**src/rtl/isa_dma_pkg.sv**
```systemverilog
// Shared definitions for the single-channel ISA DMA engine: FSM states,
// program-register addresses, mode bit positions and the mode reset value.
package isa_dma_pkg;

  typedef enum logic [2:0] {
    S_IDLE = 3'd0,
    S_REQ  = 3'd1,
    S_ADDR = 3'd2,
    S_XFER = 3'd3,
    S_UPD  = 3'd4
  } state_t;

  localparam logic [1:0] RA_ADDR  = 2'd0;
  localparam logic [1:0] RA_COUNT = 2'd1;
  localparam logic [1:0] RA_PAGE  = 2'd2;
  localparam logic [1:0] RA_MODE  = 2'd3;

  localparam int unsigned MB_DIR  = 0;
  localparam int unsigned MB_AUTO = 1;
  localparam int unsigned MB_DEC  = 2;
  localparam int unsigned MB_MASK = 3;

  localparam logic [3:0] MODE_RST = 4'b1000;

endpackage

```
**src/rtl/isa_dma_ctr.sv**
```systemverilog
// Base/current 16-bit register pair. A load writes both; reload copies base
// into current; step moves current by one (wrapping at 16 bits).
module isa_dma_ctr (
  input  logic        clk,
  input  logic        rst_n,
  input  logic        i_load,
  input  logic [15:0] i_ldata,
  input  logic        i_step,
  input  logic        i_dec,
  input  logic        i_reload,
  output logic [15:0] o_base,
  output logic [15:0] o_cur
);

  logic [15:0] r_base;
  logic [15:0] r_cur;

  // Register load wins over any same-cycle step/reload from the FSM.
  always_ff @(posedge clk or negedge rst_n) begin
    if (!rst_n) begin
      r_base <= '0;
      r_cur  <= '0;
    end else if (i_load) begin
      r_base <= i_ldata;
      r_cur  <= i_ldata;
    end else if (i_reload) begin
      r_cur  <= r_base;
    end else if (i_step) begin
      r_cur  <= i_dec ? (r_cur - 16'd1) : (r_cur + 16'd1);
    end
  end

  assign o_base = r_base;
  assign o_cur  = r_cur;

endmodule

```
**src/rtl/isa_dma_chan.sv**
```systemverilog
// 8237-style single-channel fly-by DMA engine: bus request/ack handshake,
// address/AEN/DACK generation, paired I/O + memory strobes and terminal count.
// Optional macro DMA_STATUS_EN adds a sticky tc_seen flag at mode address bit 8.
module isa_dma_chan
  import isa_dma_pkg::*;
#(
  parameter int unsigned STROBE_CYCLES = 2,
  parameter int unsigned ADDR_W        = 20
) (
  input  logic              clk,
  input  logic              rst_n,
  input  logic              reg_wr,
  input  logic [1:0]        reg_addr,
  input  logic [15:0]       reg_wdata,
  output logic [15:0]       reg_rdata,
  input  logic              drq,
  output logic              hrq,
  input  logic              hlda,
  output logic              dack_n,
  output logic              tc,
  output logic              aen,
  output logic [ADDR_W-1:0] a,
  output logic              ior_n,
  output logic              iow_n,
  output logic              memr_n,
  output logic              memw_n
);

  localparam int unsigned PW  = ADDR_W - 16;
  localparam int unsigned SCW = $clog2(STROBE_CYCLES + 1);
  localparam logic [SCW-1:0] SC_LAST = SCW'(STROBE_CYCLES - 1);

  state_t          r_state;
  state_t          w_next;
  logic [SCW-1:0]  r_scnt;
  logic [3:0]      r_mode;
  logic [PW-1:0]   r_page;
  logic [15:0]     w_addr_cur;
  logic [15:0]     w_cnt_cur;
  logic            w_wr_addr;
  logic            w_wr_cnt;
  logic            w_wr_page;
  logic            w_wr_mode;
  logic            w_upd;
  logic            w_last;
  logic            w_reload;
  logic            w_step;
  logic [7:0]      w_status;

  assign w_wr_addr = reg_wr && (reg_addr == RA_ADDR);
  assign w_wr_cnt  = reg_wr && (reg_addr == RA_COUNT);
  assign w_wr_page = reg_wr && (reg_addr == RA_PAGE);
  assign w_wr_mode = reg_wr && (reg_addr == RA_MODE);
  assign w_upd     = (r_state == S_UPD);
  assign w_last    = (w_cnt_cur == 16'd0);
  assign w_reload  = w_upd && w_last && r_mode[MB_AUTO];
  assign w_step    = w_upd && !w_reload;

  isa_dma_ctr u_addr (
    .clk      (clk),
    .rst_n    (rst_n),
    .i_load   (w_wr_addr),
    .i_ldata  (reg_wdata),
    .i_step   (w_step),
    .i_dec    (r_mode[MB_DEC]),
    .i_reload (w_reload),
    .o_base   (),
    .o_cur    (w_addr_cur)
  );

  isa_dma_ctr u_count (
    .clk      (clk),
    .rst_n    (rst_n),
    .i_load   (w_wr_cnt),
    .i_ldata  (reg_wdata),
    .i_step   (w_step),
    .i_dec    (1'b1),
    .i_reload (w_reload),
    .o_base   (),
    .o_cur    (w_cnt_cur)
  );

  // Mode register; terminal count without autoinit masks the channel.
  always_ff @(posedge clk or negedge rst_n) begin
    if (!rst_n) begin
      r_mode <= MODE_RST;
    end else if (w_wr_mode) begin
      r_mode <= reg_wdata[3:0];
    end else if (w_upd && w_last && !r_mode[MB_AUTO]) begin
      r_mode[MB_MASK] <= 1'b1;
    end
  end

  // Page register supplies the address bits above the 16-bit counter.
  always_ff @(posedge clk or negedge rst_n) begin
    if (!rst_n) begin
      r_page <= '0;
    end else if (w_wr_page) begin
      r_page <= reg_wdata[PW-1:0];
    end
  end

  // Strobe-width counter, running only while in XFER.
  always_ff @(posedge clk or negedge rst_n) begin
    if (!rst_n) begin
      r_scnt <= '0;
    end else if (r_state == S_XFER) begin
      r_scnt <= r_scnt + SCW'(1);
    end else begin
      r_scnt <= '0;
    end
  end

  // FSM state register.
  always_ff @(posedge clk or negedge rst_n) begin
    if (!rst_n) begin
      r_state <= S_IDLE;
    end else begin
      r_state <= w_next;
    end
  end

  // Next-state and bus outputs, all decoded from the current state.
  always_comb begin
    w_next = r_state;
    hrq    = 1'b0;
    aen    = 1'b0;
    dack_n = 1'b1;
    tc     = 1'b0;
    ior_n  = 1'b1;
    iow_n  = 1'b1;
    memr_n = 1'b1;
    memw_n = 1'b1;
    a      = '0;
    case (r_state)
      S_IDLE: begin
        if (drq && !r_mode[MB_MASK]) w_next = S_REQ;
      end
      S_REQ: begin
        hrq = 1'b1;
        if (!drq)      w_next = S_IDLE;
        else if (hlda) w_next = S_ADDR;
      end
      S_ADDR: begin
        hrq    = 1'b1;
        aen    = 1'b1;
        dack_n = 1'b0;
        a      = {r_page, w_addr_cur};
        w_next = S_XFER;
      end
      S_XFER: begin
        hrq    = 1'b1;
        aen    = 1'b1;
        dack_n = 1'b0;
        a      = {r_page, w_addr_cur};
        tc     = w_last;
        if (r_mode[MB_DIR]) begin
          memr_n = 1'b0;
          iow_n  = 1'b0;
        end else begin
          ior_n  = 1'b0;
          memw_n = 1'b0;
        end
        if (r_scnt == SC_LAST) w_next = S_UPD;
      end
      S_UPD: begin
        hrq    = 1'b1;
        aen    = 1'b1;
        dack_n = 1'b0;
        a      = {r_page, w_addr_cur};
        w_next = S_IDLE;
      end
      default: w_next = S_IDLE;
    endcase
  end

`ifdef DMA_STATUS_EN
  logic r_tc_seen;

  // Sticky terminal-count flag; a new TC beats a simultaneous clearing write.
  always_ff @(posedge clk or negedge rst_n) begin
    if (!rst_n) begin
      r_tc_seen <= 1'b0;
    end else if (tc) begin
      r_tc_seen <= 1'b1;
    end else if (w_wr_mode) begin
      r_tc_seen <= 1'b0;
    end
  end

  assign w_status = {7'b0, r_tc_seen};
`else
  assign w_status = '0;
`endif

  // Register read-back mux.
  always_comb begin
    reg_rdata = '0;
    case (reg_addr)
      RA_ADDR:  reg_rdata = w_addr_cur;
      RA_COUNT: reg_rdata = w_cnt_cur;
      RA_PAGE:  reg_rdata = {{(16 - PW){1'b0}}, r_page};
      default:  reg_rdata = {w_status, 4'b0, r_mode};
    endcase
  end

endmodule

```
**config.mk**
```make
export PLATFORM = sky130hd
export DESIGN_NAME = isa_dma_chan
export DESIGN_NICKNAME = d
export VERILOG_FILES = /design/src/rtl/isa_dma_pkg.sv /design/src/rtl/isa_dma_ctr.sv /design/src/rtl/isa_dma_chan.sv
export SDC_FILE = /design/constraint.sdc
export NUM_CORES = 1
export LEC_CHECK = 0
export ABC_CLOCK_PERIOD_IN_PS = 2900
export BUFFER_PORTS_ARGS = -buffer_cell sky130_fd_sc_hd__buf_2
export CORE_MARGIN = 4
export CORE_UTILIZATION = 40
export DETAILED_ROUTE_END_ITERATION = 10
export GPL_ROUTABILITY_DRIVEN = 0
export PLACE_DENSITY = 0.71
export SYNTH_ARGS = -nofsm -noshare
export SYNTH_HDL_FRONTEND = slang
export SYNTH_SLANG_ARGS = --single-unit
export TNS_END_PERCENT = 100
```
**constraint.sdc**
```tcl
create_clock -name clk -period 2.9 [get_ports clk]
set_input_delay 0.29 -clock clk [delete_from_list [all_inputs] [get_ports clk]]
set_output_delay 0.29 -clock clk [all_outputs]
set_load 0.02 [all_outputs]
```
==> flow_metrics.py, run 1 <==
metrics = {
    "floorplan": {
        "top_level_ports": 67,
        "floorplan.core_area_sq_um": 11960,
        "die_area_sq_um": 14040,
        "dieWidth_um": 118.5,
        "floorplan.die.height_um": 118.5,
        "initial_core_util": 0.4082,
        "placement_rows": 40,
    },
    "clock_tree": {
        "ctsHoldBuffers": 0,
        "number_of_buffers_created_by_cts": 9,
        "cts_root_buffer": "sky130_fd_sc_hd__clkbuf_16",
        "clk_sinks": 77,
        "cts_tree": "done",
        "cts_post_setup_buffers_inserted": 0,
        "post_cts.resized_instances": 0,
        "clock_tree.buffer_depth": 2,
        "clock_tree.htree_level_count": 3,
        "clock_insertion_delay_worst_skew_ns": 0.34,
        "worst_setup_hold_path_clk_slew_ns": 0.06,
    },
    "placement": {
        "detailed_place.area_sq_um": 5390,
        "pre_cts_ws_ns": 0.2160,
        "port_buffers": 66,
        "dp_hpwl_mm": 10.21,
    },
    "yosys": {
        "synth.lib_cells_used.distinct": 66,
        "syn-instance-count": 558,
        "yosys.area.top_type": "sky130_fd_sc_hd__dfrtp_1",
        "ys_seq_area_frac": 0.3949,
        "most_common_cell_in_the_synthesized_netlist": "sky130_fd_sc_hd__nand2_1",
        "primary_flip_flop_cell_chosen_by_synthesis_mapping": "sky130_fd_sc_hd__dfrtp_1",
        "synth.net_count": 599,
        "number_of_enable_flip_flop_cells_after_synthesis": 0,
        "ys_warn_count": 0,
        "syn_avg_cell_area_sq_um": 8.749,
        "ys_ff_latch": 77,
        "post_synth_main_area_contributors": "sky130_fd_sc_hd__dfrtp_1 39%, sky130_fd_sc_hd__nand2_1 9.2%, sky130_fd_sc_hd__ha_1 4.4%",
        "async_flop_share": 1.000,
        "synth.cell_area_sq_um": 4882,
        "yosys-top-cells-count": "120 x sky130_fd_sc_hd__nand2_1, 76 x sky130_fd_sc_hd__dfrtp_1, 44 x sky130_fd_sc_hd__nor2_1",
        "netlist.area_leader.share": 0.3895,
    },
    "sta": {
        "timing_worst_slew_pin_value_ns": 0.9822,
        "unrepaired_setup_endpoints_after_global_routing": "no",
        "timing.max_slew.rel_slack": 0.3452,
        "report.final.hold_viol_count": 0,
        "maxSlewViolCount": 0,
        "maxClockFrequency_mhz": 364.5,
        "final_min_period_over_clock_period": 0.9461,
        "layout_min_cycle_time_ns": 2.744,
        "finClkSkew_ns": 0.006397,
        "finalSetupViolCount": 0,
        "finalSetupTns_ns": 0,
        "finalWorstSetupSlack_ns": 0.1563,
    },
    "global_route": {
        "global_route.overflow_total": 0,
        "antenna_found_initial": 0,
        "gr-usage-all-layers": 0.2059,
        "pin_count_of_the_biggest_net_entering_global_routing": 78,
        "first_global_vias": 4523,
        "grt_first_pass_wirelength_mm": 23.39,
    },
    "drt": {
        "totalWireLength_mm": 14.12,
        "post_drt_via_cell_ratio": 5.783,
        "num_vias": 4453,
        "ant_nets": 0,
        "routedWlPerCell_um": 18.34,
        "drt-pass1-iter-count": 4,
        "drt-initial-drc-count": 363,
        "detail_route.drc_violations": 0,
    },
    "cells_and_area": {
        "end_of_flow_core_utilization": 0.4757,
        "nets": 660,
        "finalInstanceArea_sq_um": 5690,
        "area.growth.synth_to_final_pct": 16.56,
        "antenna-diode-count": 0,
        "post_route_cells_drive_above_1_share": 0.1990,
    },
    "power_and_ir_drop": {
        "power.static_leakage_uw": 0.002754,
        "power-per-cell-area_nw_per_um2": 872.0,
        "ir_worst_vdd_mv": 0.4630,
    },
    "outcome": {
        "result_of_the_run": "finished, final reports clean",
    },
    "critical_path": {
        "critical_path_fanouts_max": 18,
        "criticalPathCategory": "register to register",
        "crit_path_start_kind": "register",
        "critPathArrivalTime_ns": 2.96,
        "critical_path.endpoint_type": "register",
        "required_ns": 3.11,
    },
    "job": {
        "timing.max_cap.violations": 0,
    },
    "worst_hold_path": {
        "worstHoldPathType": "input port to asynchronous set/reset pin",
    },
}
## registers in the layout, summed over array words and instances (netlist names)
signal	cells
r_mode	4
r_page	4
r_scnt	2
r_state	3
u_addr.o_base	16
u_addr.o_cur	16
u_count.o_base	16
u_count.o_cur	16
## where the power goes
group / switching (uW) / leakage [uW] / internal, uW
Sequential: 337 / 0.000934 / 1330
Combinational: 1250 / 0.00167 / 902
Clock: 439 / 0.000147 / 705
Total: 2020 / 0.00275 / 2940
## worst max-delay path, stage by stage (launching register included)
cell	delay [ns]
sky130_fd_sc_hd__dfrtp_1	0.78
sky130_fd_sc_hd__ha_1	0.43
sky130_fd_sc_hd__and3_1	0.23
sky130_fd_sc_hd__a31oi_1	0.33
sky130_fd_sc_hd__nand3_1	0.19
sky130_fd_sc_hd__nand2_1	0.17
sky130_fd_sc_hd__nor4b_1	0.08
sky130_fd_sc_hd__or4_1	0.39
## cells in the final DEF, fill, tap and decap left out, drive strengths merged, types with 8 or more instances in the layout
cell type / n
a21o: 12
ha: 17
xnor2: 8
mux2i: 14
dfrtp: 76
clkbuf: 11
nand3: 11
a22oi: 9
nand2: 121
buf: 81
a21oi: 20
nor3: 12
nor2: 44
inv: 14
mux2: 8
o21ai: 31
and2: 22
## cells by family after synthesis
| kind of cell | after synthesis | synth area share |
|---|---|---|
| buffers and inverters | 45 | 0.03921 |
| and+or+nand+nor | 244 | 0.2419 |
| adders and majority gates | 18 | 0.04767 |
| xor gates and xnor gates | 15 | 0.02691 |
| AOI/OAI and AO/OA | 133 | 0.1837 |
| DFF | 77 | 0.3949 |
| muxes | 26 | 0.06561 |
## cell type report
cell class	count	area, sq um
fillers	1169	6271
multi-input cells	436	2768
repair buffers	81	457.9
clock buffers	11	252.7
well taps	147	183.9
flip-flops and latches	77	1928
inverters	14	52.55
clock inverters	4	47.55
## routing by layer
metal / vias up / wire [um] / track usage
met3: 45 / 964 / 0.05502
met5: - / 0 / 0
met2: 188 / 6324 / 0.3176
li1: 2106 / - / -
met1: 2114 / 6292 / 0.2715
met4: 0 / 541 / 0.09269
## path summary, 6_finish.rpt
| check | from | to | slack, ns | depth (start not counted) |
|---|---|---|---|---|
| setup / recovery | r_mode[2] | u_addr.o_cur[15] | 0.16 | 7 |
| hold / removal | rst_n | r_page[1] | 0.11 | 1 |
| setup reg to reg | r_mode[2] | u_addr.o_cur[15] | 0.16 | 7 |
| hold reg to reg | r_scnt[0] | r_scnt[0] | 0.44 | 1 |
| max in group asynchronous | rst_n | u_addr.o_cur[14] | 2.16 | 1 |
| min in group clk | reg_wdata[11] | u_count.o_base[11] | 0.18 | 3 |
## metrics by stage
step           cells  power, uW  hold slack [ns]
6_report         770       4962           0.1083
4_1_cts          770       4982           0.1487
3_3_place_gp     755       3747           0.4216
5_1_grt          770       5316           0.1860
3_5_place_dp     755       3822           0.4312
2_1_floorplan    558       3182        -0.005591
(Power assumes the default switching activity.)
==> run 2, diff against run 1 <==
ABC_CLOCK_PERIOD_IN_PS = 3040   (was 2900)
clock period = 3.04 ns   (was 2.9 ns; I/O delays follow)
==> run 2 against run 1 <==
Power shrank 2.0%. Via count is 2.3% higher. Worst setup slack improved by 0.14 ns. Worst hold slack improved by 0.022 ns. Critical path type unchanged. Critical endpoint unchanged. Largest cell class unchanged.
==> flow_metrics.py, run 2 (synthesis results as in run 1) <==
metrics = {
    "drt": {
        "totalWireLength_mm": 14.44,
        "post_drt_via_cell_ratio": 5.911,
        "routedWlPerCell_um": 18.73,
        "drt-pass1-iter-count": 5,
        "num_vias": 4557,
        "ant_nets": 0,
        "detail_route.drc_violations": 0,
        "drt-initial-drc-count": 334,
    },
    "sta": {
        "timing.max_slew.rel_slack": 0.3380,
        "timing_worst_slew_pin_value_ns": 0.9930,
        "finalSetupTns_ns": 0,
        "unrepaired_setup_endpoints_after_global_routing": "no",
        "final_min_period_over_clock_period": 0.9036,
        "finClkSkew_ns": 0.004360,
        "finalWorstSetupSlack_ns": 0.2931,
        "maxClockFrequency_mhz": 364.1,
        "report.final.hold_viol_count": 0,
        "layout_min_cycle_time_ns": 2.747,
        "maxSlewViolCount": 0,
        "finalSetupViolCount": 0,
        "final.hold.worst_slack_ns": 0.1308,
    },
    "power_and_ir_drop": {
        "power.static_leakage_uw": 0.002767,
        "power-per-cell-area_nw_per_um2": 852.6,
        "ir_worst_vdd_mv": 0.4729,
    },
    "critical_path": {
        "required_ns": 3.24,
        "critPathArrivalTime_ns": 2.95,
        "cp_cell_sequence": "ha_1, and3_1, a31oi_1, nand3_1, nand2_1, nor4b_1, or4_1",
        "cp_slowest_stage_delay_ns": 0.77,
        "critical_path_fanouts_max": 18,
        "criticalPathCategory": "register to register",
        "critical-path-top-delay-family": "simple AND/OR/NAND/NOR gates",
        "worstPathBufferInverterCount": 0,
        "critical_path.endpoint_type": "register",
        "slowest_stage": "sky130_fd_sc_hd__dfrtp_1",
        "crit_path_start_kind": "register",
    },
    "placement": {
        "dp_hpwl_mm": 10.31,
        "port_buffers": 66,
        "pre_cts_ws_ns": 0.3552,
    },
    "floorplan": {
        "dieWidth_um": 118.5,
        "floorplan.die.height_um": 118.5,
        "top_level_ports": 67,
        "initial_core_util": 0.4082,
        "die_area_sq_um": 14040,
        "floorplan.core_area_sq_um": 11960,
        "placement_rows": 40,
    },
    "clock_tree": {
        "number_of_buffers_created_by_cts": 9,
        "clock_tree.buffer_depth": 2,
        "clock_insertion_delay_worst_skew_ns": 0.34,
        "cts_root_buffer": "sky130_fd_sc_hd__clkbuf_16",
        "clock_tree.htree_level_count": 3,
        "post_cts.resized_instances": 0,
        "ctsHoldBuffers": 0,
        "cts_tree": "done",
        "clk_sinks": 77,
        "worst_setup_hold_path_clk_slew_ns": 0.06,
        "cts_post_setup_buffers_inserted": 0,
    },
    "global_route": {
        "antenna_found_initial": 0,
        "pin_count_of_the_biggest_net_entering_global_routing": 78,
        "global_route.overflow_total": 0,
        "gr-usage-all-layers": 0.2056,
        "first_global_vias": 4423,
        "grt_first_pass_wirelength_mm": 23.31,
    },
    "outcome": {
        "result_of_the_run": "finished, final reports clean",
    },
    "cells_and_area": {
        "final_common_cell": "sky130_fd_sc_hd__nand2_1",
        "area.growth.synth_to_final_pct": 16.84,
        "post_route_cells_drive_above_1_share": 0.1987,
        "antenna-diode-count": 0,
        "most_frequent_cells_in_the_layout": "120 x sky130_fd_sc_hd__nand2_1, 76 x sky130_fd_sc_hd__dfrtp_1, 65 x sky130_fd_sc_hd__buf_2",
        "nets": 660,
        "fillerInstances": 1116,
    },
    "worst_hold_path": {
        "worstHoldPathType": "input port to asynchronous set/reset pin",
    },
    "job": {
        "timing.max_cap.violations": 0,
    },
}
run 2: per-layer routing:
layer / wire, um / up-vias / track usage / share of wire
li1: - / 2110 / - / -
met1: 6212 / 2203 / 0.2720 / 0.43
met4: 304 / 0 / 0.06227 / 0.021
met2: 6759 / 219 / 0.3362 / 0.47
met3: 1162 / 25 / 0.04737 / 0.080
met5: 0 / - / 0 / 0
run 2: worst reg2reg max path, stage by stage (launching register included):
cell and delay, ns:
sky130_fd_sc_hd__dfrtp_1 0.77, sky130_fd_sc_hd__ha_1 0.43, sky130_fd_sc_hd__and3_1 0.24, sky130_fd_sc_hd__a31oi_1 0.33, sky130_fd_sc_hd__nand3_1 0.22, sky130_fd_sc_hd__nand2_1 0.15
sky130_fd_sc_hd__nor4b_1 0.06, sky130_fd_sc_hd__or4_1 0.41
run 2: final timing paths:
check,startpoint,to,slack [ns],cells past startpoint
worst min-delay path,rst_n,u_addr.o_cur[1],0.13,1
max in group asynchronous,rst_n,u_addr.o_base[6],2.27,1
min in group clk,reg_wdata[15],u_count.o_base[15],0.21,3
worst max-delay path,r_mode[2],u_addr.o_cur[15],0.29,7
worst max register to register,r_mode[2],u_addr.o_cur[15],0.29,7
worst min register to register,r_scnt[0],r_scnt[0],0.44,1
run 2: cell type report:
type / count / area, sq um / area share
tap: 147 / 183.9 / 0.03224
multi-input combinational: 436 / 2768 / 0.4852
timing repair buffer: 81 / 445.4 / 0.07809
sequential: 77 / 1928 / 0.3380
clock inverter: 4 / 70.07 / 0.01228
inverter: 14 / 52.55 / 0.009213
clock buffer: 12 / 256.5 / 0.04497
run 2: through the flow:
step	power, uW	instance area [sq um]	utilization	std cells
6_report	4863	5704	0.4769	771
3_3_place_gp	3571	5378	0.4496	755
2_1_floorplan	3035	4882	-	558
5_1_grt	5165	5704	0.4769	771
3_5_place_dp	3659	5378	0.4496	755
4_1_cts	4861	5704	0.4769	771
run 2: report_power, final:
part           internal [uW]  switching [uW]  leakage [uW]
logic                    861            1230       0.00167
registers               1270             331      0.000934
clock network            761             416      0.000163
